File: src/rtl/simple_adder.sv
// Registered WIDTH-bit adder with one-cycle latency, valid qualifier and
// carry / signed-overflow / zero flags.
module simple_adder #(
    parameter int WIDTH = 4
) (
    input  logic             clk,
    input  logic             rst_n,
    input  logic [WIDTH-1:0] a,
    input  logic [WIDTH-1:0] b,
    input  logic             in_valid,
    output logic [WIDTH-1:0] result,
    output logic             carry,
    output logic             overflow,
    output logic             zero,
    output logic             out_valid
);

    localparam int MSB = WIDTH - 1;

    logic [WIDTH:0]   full_sum;
    logic [WIDTH-1:0] result_reg, result_next;
    logic             carry_reg, carry_next;
    logic             overflow_reg, overflow_next;
    logic             zero_reg, zero_next;
    logic             out_valid_reg;

    assign full_sum = {1'b0, a} + {1'b0, b};

    // Flags follow the freshly computed sum; when in_valid is low the
    // registers recirculate, so unknown operands never reach the outputs.
    always_comb begin
        result_next   = result_reg;
        carry_next    = carry_reg;
        overflow_next = overflow_reg;
        zero_next     = zero_reg;
        if (in_valid) begin
            result_next   = full_sum[WIDTH-1:0];
            carry_next    = full_sum[WIDTH];
            overflow_next = (a[MSB] == b[MSB]) && (full_sum[MSB] != a[MSB]);
            zero_next     = (full_sum[WIDTH-1:0] == '0);
        end
    end

    always_ff @(posedge clk) begin
        if (!rst_n) begin
            result_reg    <= '0;
            carry_reg     <= 1'b0;
            overflow_reg  <= 1'b0;
            zero_reg      <= 1'b0;
            out_valid_reg <= 1'b0;
        end else begin
            result_reg    <= result_next;
            carry_reg     <= carry_next;
            overflow_reg  <= overflow_next;
            zero_reg      <= zero_next;
            out_valid_reg <= in_valid;
        end
    end

    assign result    = result_reg;
    assign carry     = carry_reg;
    assign overflow  = overflow_reg;
    assign zero      = zero_reg;
    assign out_valid = out_valid_reg;

endmodule

File: config.mk
export PLATFORM = sky130hd
export DESIGN_NAME = simple_adder
export DESIGN_NICKNAME = d
export VERILOG_FILES = /design/src/rtl/simple_adder.sv
export SDC_FILE = /design/constraint.sdc
export NUM_CORES = 1
export LEC_CHECK = 0
export CAP_MARGIN = 20
export CORE_AREA = 2 2 39 41
export DETAILED_ROUTE_END_ITERATION = 8
export DIE_AREA = 0 0 41 43
export SLEW_MARGIN = 15
export SYNTH_ARGS = -nofsm -noshare
export SYNTH_HDL_FRONTEND = slang
export SYNTH_SLANG_ARGS = --single-unit
File: constraint.sdc
create_clock -name clk -period 1.6 [get_ports clk]
set_input_delay 0.16 -clock clk [delete_from_list [all_inputs] [get_ports clk]]
set_output_delay 0.16 -clock clk [all_outputs]
set_load 0.005 [all_outputs]
* Yosys cells after proc, flatten, opt, wreduce, memory -nomap -nowiden *
Index checks and enable logic that the tools add are counted.

word-level totals
  register bits after elaboration = 8
  bits of input ports = 11
  output and inout port bits = 8
  word-level logic and storage cells = 10

cells by class
  $add $sub $neg = 1
  eq/ne operators = 2
  reductions and logical operators = 2

operators with widths
  operator             count
  $add A4 B4 Y5        1
  $logic_not A4 Y1     1
  $eq A1 B1 Y1         1
  $logic_and A1 B1 Y1  1
  $ne A1 B1 Y1         1

* Depth between registers and ports, before layout *
Gate-level depths: netlist of run 1.

  depth after elaboration = 3
  depth in mapped cells = 5
  depth with buffers taken out = 5

* Least setup slack after synthesis of run 1 *
No wires, ideal clock.

  path kind = input port to flip-flop
  start point = input port a[0]
  end point = register zero_reg (netlist: zero)
  setup time = 0.079 ns
  data arrival time = 1.214 ns
  required time = 1.521 ns
  slack = 0.307 ns
  cell stages on the path = 5
  path buffers = 0
  cell sequence = ha_1 fa_1 xnor2_1 a31oi_1 a211oi_2

between the ends
  cells in the longest elaborated chain, start to end = 2

RTL lines
  item                  RTL line  text
  from (decl)           8         input logic [WIDTH-1:0] a,
  $add A4 B4 Y5         27        assign full_sum = {1'b0, a} + {1'b0, b};
  $logic_not A4 Y1      40        zero_next = (full_sum[WIDTH-1:0] == '0);
  to (signal assigned)  55        zero_reg <= zero_next;
  to (decl)             24        logic zero_reg, zero_next;

No other way between the ends.
A chain may end at the register's enable or synchronous reset.

* Worst setup path after layout of run 1 *
  start point = input port a[0]
  end point = register zero_reg (netlist: zero)

between the ends
  cells in the longest elaborated chain, start to end = 2

RTL lines
  item              RTL line  text
  $add A4 B4 Y5     27
  via full_sum[1]   20        logic [WIDTH:0] full_sum;
  $logic_not A4 Y1  40

The timed path passes the listed nets, and every way through them passes these cells.

==> results of run 1 <==
worst paths after layout:
path / to / start / depth (start not counted) / slack [ns]
setup reg to reg: zero / zero / 3 / 0.77
setup / recovery: zero / a[0] / 6 / 0.09
hold reg to reg: result[2] / result[2] / 2 / 0.49
hold / removal: result[2] / result[2] / 2 / 0.49
worst max-delay path, stage by stage:
cell and delay, ns:
clkdlybuf4s50_1 0.46, ha_2 0.19, fa_2 0.45, nor2_1 0.13, a31oi_1 0.11, a211oi_2 0.19
synth_stat cells:
cell	instances	area share (%)
a211o_1	1	2.0
a211oi_1	1	1.7
a211oi_2	1	2.9
a21o_1	1	1.7
a21o_2	1	2.0
a21oi_1	3	3.4
a311o_1	1	2.3
a31oi_1	2	2.9
a32o_1	1	2.3
and2_1	1	1.4
buf_2	1	1.1
dfxtp_1	8	37
fa_1	1	4.6
ha_1	4	11
inv_1	1	0.86
mux2i_1	2	4.6
nand3_1	1	1.1
nand4b_1	1	2.0
nor2_1	4	3.4
nor2b_1	2	2.9
nor3b_1	1	1.7
nor4b_1	1	2.0
o21ai_0	1	1.1
or2_1	1	1.4
xnor2_1	1	2.0
cells by family after synthesis:
family / count (synthesis) / synth area share, %
flip-flops: 8 / 36.8
AND/OR/NAND/NOR: 12 / 16.1
buffers and inverters: 2 / 2.01
XOR/XNOR: 1 / 2.01
adder cells (fa/ha/maj): 5 / 16.1
multiplexers: 2 / 4.60
AO/OA/AOI/OAI: 13 / 22.4
metal layers:
metal / vias to the layer above / part of all wire (%) / GRT usage (%)
li1: 219 / - / -
met5: - / 0 / 0
met3: 4 / 7.4 / 3.14
met4: 0 / 2.9 / 12.0
met2: 15 / 43 / 19.7
met1: 188 / 46 / 19.7
timing repair:
action                     CTS  global route
resized for setup            0             3
setup buffers                0             0
setup endpoints to repair    0             1
through the flow:
| step | instances | utilization, % | setup slack [ns] |
|---|---|---|---|
| after CTS | 87 | 51.5 | 0.0588 |
| after floorplan | 43 | - | 0.307 |
| after detailed placement | 84 | 49.9 | -0.210 |
| final | 87 | 52.4 | 0.0909 |
| after global placement | 84 | 49.9 | -0.216 |
| after global routing | 87 | 52.4 | -0.00291 |
power breakdown:
group          internal [mW]  switching [mW]  total [mW]
Sequential             0.214         0.00606       0.220
Combinational          0.107          0.0654       0.173
Clock                 0.0856          0.0650       0.151
final cells by class:
class,count,area share [%]
Multi-Input combinational cell,33,38.4
Inverter,1,0.517
Timing Repair Buffer,26,33.1
Tap cell,16,2.76
Clock buffer,3,3.10
Sequential cell,8,22.1
==> out/metrics.csv, run 1 <==
stage;metric;value;unit
status;status;finished clean;
floorplan;Row Count;14;
worst_setup_path;Worst EP arrival;1.69;ns
worst_setup_path;Crit Path Max Fanout;2;
power_and_ir_drop;Tot Pwr;0.544;mW
grt;vias in the first global route;404;
sta;worst-margin pin slew;0.303;ns
yosys;synthesized area per cell;10.1;sq um
clock_tree;clock-pin slew on the worst setup and hold paths;0.05;ns
floorplan;Die Width;41;microns
clock_tree;clock root buffer;clkbuf_4;
finish;# diodes;0;
grt;first-pass GRT wire length;1.70;mm
floorplan;Initial Utilization;31.5;%
route;drt total wl;1.02;mm
clock_tree;H-tree depth;1;
finish;layout cells sized above 1;22.5;%
worst_hold_path;Worst Hold Class;reg -> reg;
placed_design;gpl congestion;0.747;
clock_tree;CTS tree;built;
yosys;Netlist Area Pre-Place;435;sq um
worst_setup_path;Worst Setup End Kind;flip-flop;
clock_tree;CTS max path bufs;2;
finish;post-route cell area;726;sq um
power_and_ir_drop;Max VDD drop;0.000359;V
sta;fmax;663;MHz
finish;area of the multi-input gates;279;sq um
yosys;Unique masters post-synth;25;
finish;Sequential cell area;160;sq um
finish;number of flip-flops in the largest register;4;
floorplan;Chip Height;43;microns
sta;fin crit share;94.3;%
route;Pre-antenna DRT Iters;4;
finish;Final nets;89;
grt;grt ovf;0;
route;routed len/inst;11.7;microns
finish;Filler Cell Count;126;
clock_tree;Inserted Clock Buffers;3;
route;vias;426;
placed_design;port bufs;18;
placed_design;Cell Area, Placed;691;sq um
finish;commonest cells after routing, fill and taps aside;18 x clkdlybuf4s50_1, 8 x dfxtp_1, 8 x buf_4;
sta;Max Slew Vio Count;0;
yosys;gate count after technology mapping;43;
power_and_ir_drop;Leakage;0.301;nW
yosys;Synth Warn #;0;
floorplan;core area;1380;sq um
clock_tree;Clock Sinks;8;
grt;largest net degree at the start of global routing;10;
route;ANT nets after route;0;
sta;setup TNS;0;ns
yosys;Yosys reg bits;8;
grt;GRT Util Overall;14.8;%
worst_setup_path;worst endpoint required time;1.78;ns
power_and_ir_drop;Power Dens Cells;750;nW/um^2
sta;Hold Slack;0.488;ns
placed_design;Post-DP HPWL;791;microns
clock_tree;Clk Latency, worst-skew pair;0.25;ns
finish;commonest non-fill, non-tap cell in the layout;clkdlybuf4s50_1;
grt;initial antenna violation count;0;
sta;Final setup viols;0;
run;# Max-Cap Violations;0;
floorplan;Ports;19;
floorplan;Die Area;1760;sq um
sta;slew margin rel.;79.8;%
worst_setup_path;critical path launch point type;primary input;
worst_setup_path;crit path kind;in -> reg;
route;starting DRC count in detailed routing;7;
route;via/cell ratio;4.90;
yosys;post-synthesis sequential area ratio;36.8;%
sta;Clock Skew;0;ns
yosys;Syn Nets;59;
clock_tree;CTS Hold Bufs;0;
finish;area delta synth->final;66.7;%
sta;min cycle time layout;1.51;ns
sta;Final Hold Fails;0;
route;residual DRC count;0;
Note: power is estimated with default switching activity, not from simulation.
==> run 2, diff against run 1 <==
- ABC_AREA: not set -> 0
==> results of run 2 <==
No change in the layout: final DEF, timing and power equal those of run 1.
==> run 3, diff against run 2 <==
- SKIP_LAST_GASP: not set -> 1
==> run 3 against run 2 <==
Compared with the run above:
- critical path depth unchanged
- final cell count unchanged
- sequential share of layout area increased by 0.076 points
- clock skew unchanged
- global-route usage unchanged
- worst hold slack unchanged
- critical path type unchanged
==> out/metrics.csv, run 3 (synthesized netlist as in run 1, its figures left out) <==
stage;metric;value;unit;change
status;status;finished clean;;
worst_setup_path;Critical-path top delay cell;clkdlybuf4s50_1;;
route;starting DRC count in detailed routing;7;;unchanged
sta;min cycle time layout;1.52;ns;+0.0138 ns
route;via/cell ratio;4.90;;unchanged
clock_tree;clock-pin slew on the worst setup and hold paths;0.05;ns;about the same
finish;post-route cell area;723;sq um;-0.34%
sta;Clock Skew;0;ns;unchanged
worst_setup_path;crit path kind;in -> reg;;
worst_setup_path;maximum cell stage delay along the critical path;0.46;ns;about the same
route;vias;426;;unchanged
placed_design;gpl congestion;0.747;;unchanged
sta;slew margin rel.;79.8;%;unchanged
power_and_ir_drop;Max VDD drop;0.000359;V;about the same
sta;Max Slew Vio Count;0;;unchanged
worst_setup_path;Crit Path Max Fanout;2;;unchanged
finish;area delta synth->final;66.1;%;
worst_setup_path;CP startpoint;a[0];;
clock_tree;CTS tree;built;;
sta;Final Hold Fails;0;;unchanged
route;residual DRC count;0;;unchanged
route;ANT nets after route;0;;unchanged
floorplan;Ports;19;;unchanged
worst_setup_path;Worst Setup End Kind;flip-flop;;
route;routed len/inst;11.7;microns;about the same
power_and_ir_drop;Tot Pwr;0.543;mW;-0.10%
placed_design;Placed Cells;84;;unchanged
finish;Final Non-Filler Cells;87;;unchanged
worst_setup_path;worst endpoint required time;1.78;ns;about the same
floorplan;Die Area;1760;sq um;unchanged
finish;commonest non-fill, non-tap cell in the layout;clkdlybuf4s50_1;;
power_and_ir_drop;Power Dens Cells;751;nW/um^2;+0.24%
floorplan;Die Width;41;microns;unchanged
clock_tree;clock root buffer;clkbuf_4;;
worst_hold_path;Worst Hold Class;reg -> reg;;
clock_tree;buffer count from post-CTS setup fixing;0;;unchanged
worst_setup_path;RR Startpoint;zero;;
clock_tree;Clock Sinks;8;;unchanged
worst_hold_path;hold path start;result[2];;
sta;Final setup viols;0;;unchanged
power_and_ir_drop;Leakage;0.302;nW;+0.53%
worst_setup_path;register-to-register setup slack;0.77;ns;about the same
grt;initial antenna violation count;0;;unchanged
worst_setup_path;sequence of cells on the critical path;clkdlybuf4s50_1 > ha_1 > fa_2 > nor2_1 > a31oi_1 > a211oi_2;;
finish;commonest cells after routing, fill and taps aside;18 x clkdlybuf4s50_1, 8 x dfxtp_1, 8 x buf_4;;
finish;layout cells sized above 1;21.1;%;-1.4 points
grt;grt ovf;0;;unchanged
finish;Layout Utilization;52.3;%;-0.18 points
grt;GRT Util Overall;14.8;%;unchanged
sta;fmax;657;MHz;-0.90%
floorplan;Initial Utilization;31.5;%;unchanged
clock_tree;H-tree depth;1;;unchanged
clock_tree;CTS max path bufs;2;;unchanged
sta;RSZ-0062 raised after global routing;yes;;
worst_setup_path;Worst EP arrival;1.70;ns;about the same
floorplan;Chip Height;43;microns;unchanged
finish;number of flip-flops in the largest register;4;;unchanged
placed_design;port bufs;18;;unchanged
grt;M3 GR Usage;3.14;%;unchanged
sta;worst-margin pin slew;0.303;ns;unchanged
placed_design;Post-DP HPWL;791;microns;unchanged
floorplan;Row Count;14;;unchanged
route;drt total wl;1.02;mm;about the same
grt;vias in the first global route;404;;unchanged
grt;GR peak layer;met2;;
grt;met2 usage;19.7;%;unchanged
worst_setup_path;critical path launch point type;primary input;;
clock_tree;Inserted Clock Buffers;3;;unchanged
finish;# diodes;0;;unchanged
grt;first-pass GRT wire length;1.70;mm;unchanged
worst_hold_path;hold path endpoint;result[2];;
placed_design;Cell Area, Placed;691;sq um;unchanged
floorplan;core area;1380;sq um;unchanged
worst_setup_path;reg2reg path depth;3;;unchanged
clock_tree;Clk Latency, worst-skew pair;0.25;ns;about the same
worst_setup_path;RR Endpoint;zero;;
finish;Final nets;89;;unchanged
run;# Max-Cap Violations;0;;unchanged
route;Pre-antenna DRT Iters;4;;unchanged
grt;largest net degree at the start of global routing;10;;unchanged
sta;fin crit share;95.2;%;+0.86 points
grt;met1 usage in global routing;19.7;%;unchanged
worst_hold_path;worst hold stages;2;;unchanged
-- run 3: worst max path at each step --
stage                 to  slack (ns)  cells past startpoint
detailed placement  zero       -0.21                      6
global route        zero       -0.02                      6
CTS                 zero        0.06                      6
floorplan           zero        0.31                      5
global placement    zero       -0.22                      6
finish              zero        0.08                      6
-- run 3: through the flow --
step / worst slack (ns) / hold slack, ns / TNS (ns)
3_5_place_dp: -0.210 / 0.487 / -0.873
6_report: 0.0771 / 0.488 / 0
3_3_place_gp: -0.216 / 0.475 / -0.754
4_1_cts: 0.0588 / 0.495 / 0
5_1_grt: -0.0220 / 0.510 / -0.0220
2_1_floorplan: 0.307 / 0.286 / 0
-- run 3: critical path: cells and delay by family --
kind	cells	cell delay, ns
AO/OA/AOI/OAI	2	0.30
adder cells (fa/ha/maj)	2	0.66
buffers and inverters	1	0.46
AND/OR/NAND/NOR	1	0.13
-- run 3: area by class of cell --
| cell class | instances | area, sq um |
|---|---|---|
| inverters | 1 | 3.75 |
| multi-input cells | 33 | 277 |
| well taps | 16 | 20.0 |
| flip-flops and latches | 8 | 160 |
| clock buffers | 3 | 22.5 |
| fillers | 127 | 661 |
| repair buffers | 26 | 240 |
-- run 3: per-layer routing --
metal | share of wire, % | vias to the layer above
li1 | - | 219
met1 | 46 | 188
met2 | 43 | 15
met3 | 7.4 | 4
met4 | 2.9 | 0
met5 | 0 | -
-- run 3: timing repair --
item,in CTS,in global routing
gates resized for setup,0,2
hold buffers,0,0
endpoints found under the hold margin,0,0
endpoints found under the setup margin,0,1
-- run 3: where the power goes --
part / switching [mW] / internal (mW) / leakage [nW]
Combinational: 0.0654 / 0.107 / 0.223
Sequential: 0.00606 / 0.214 / 0.0660
Clock: 0.0650 / 0.0856 / 0.0138
Total: 0.136 / 0.407 / 0.302
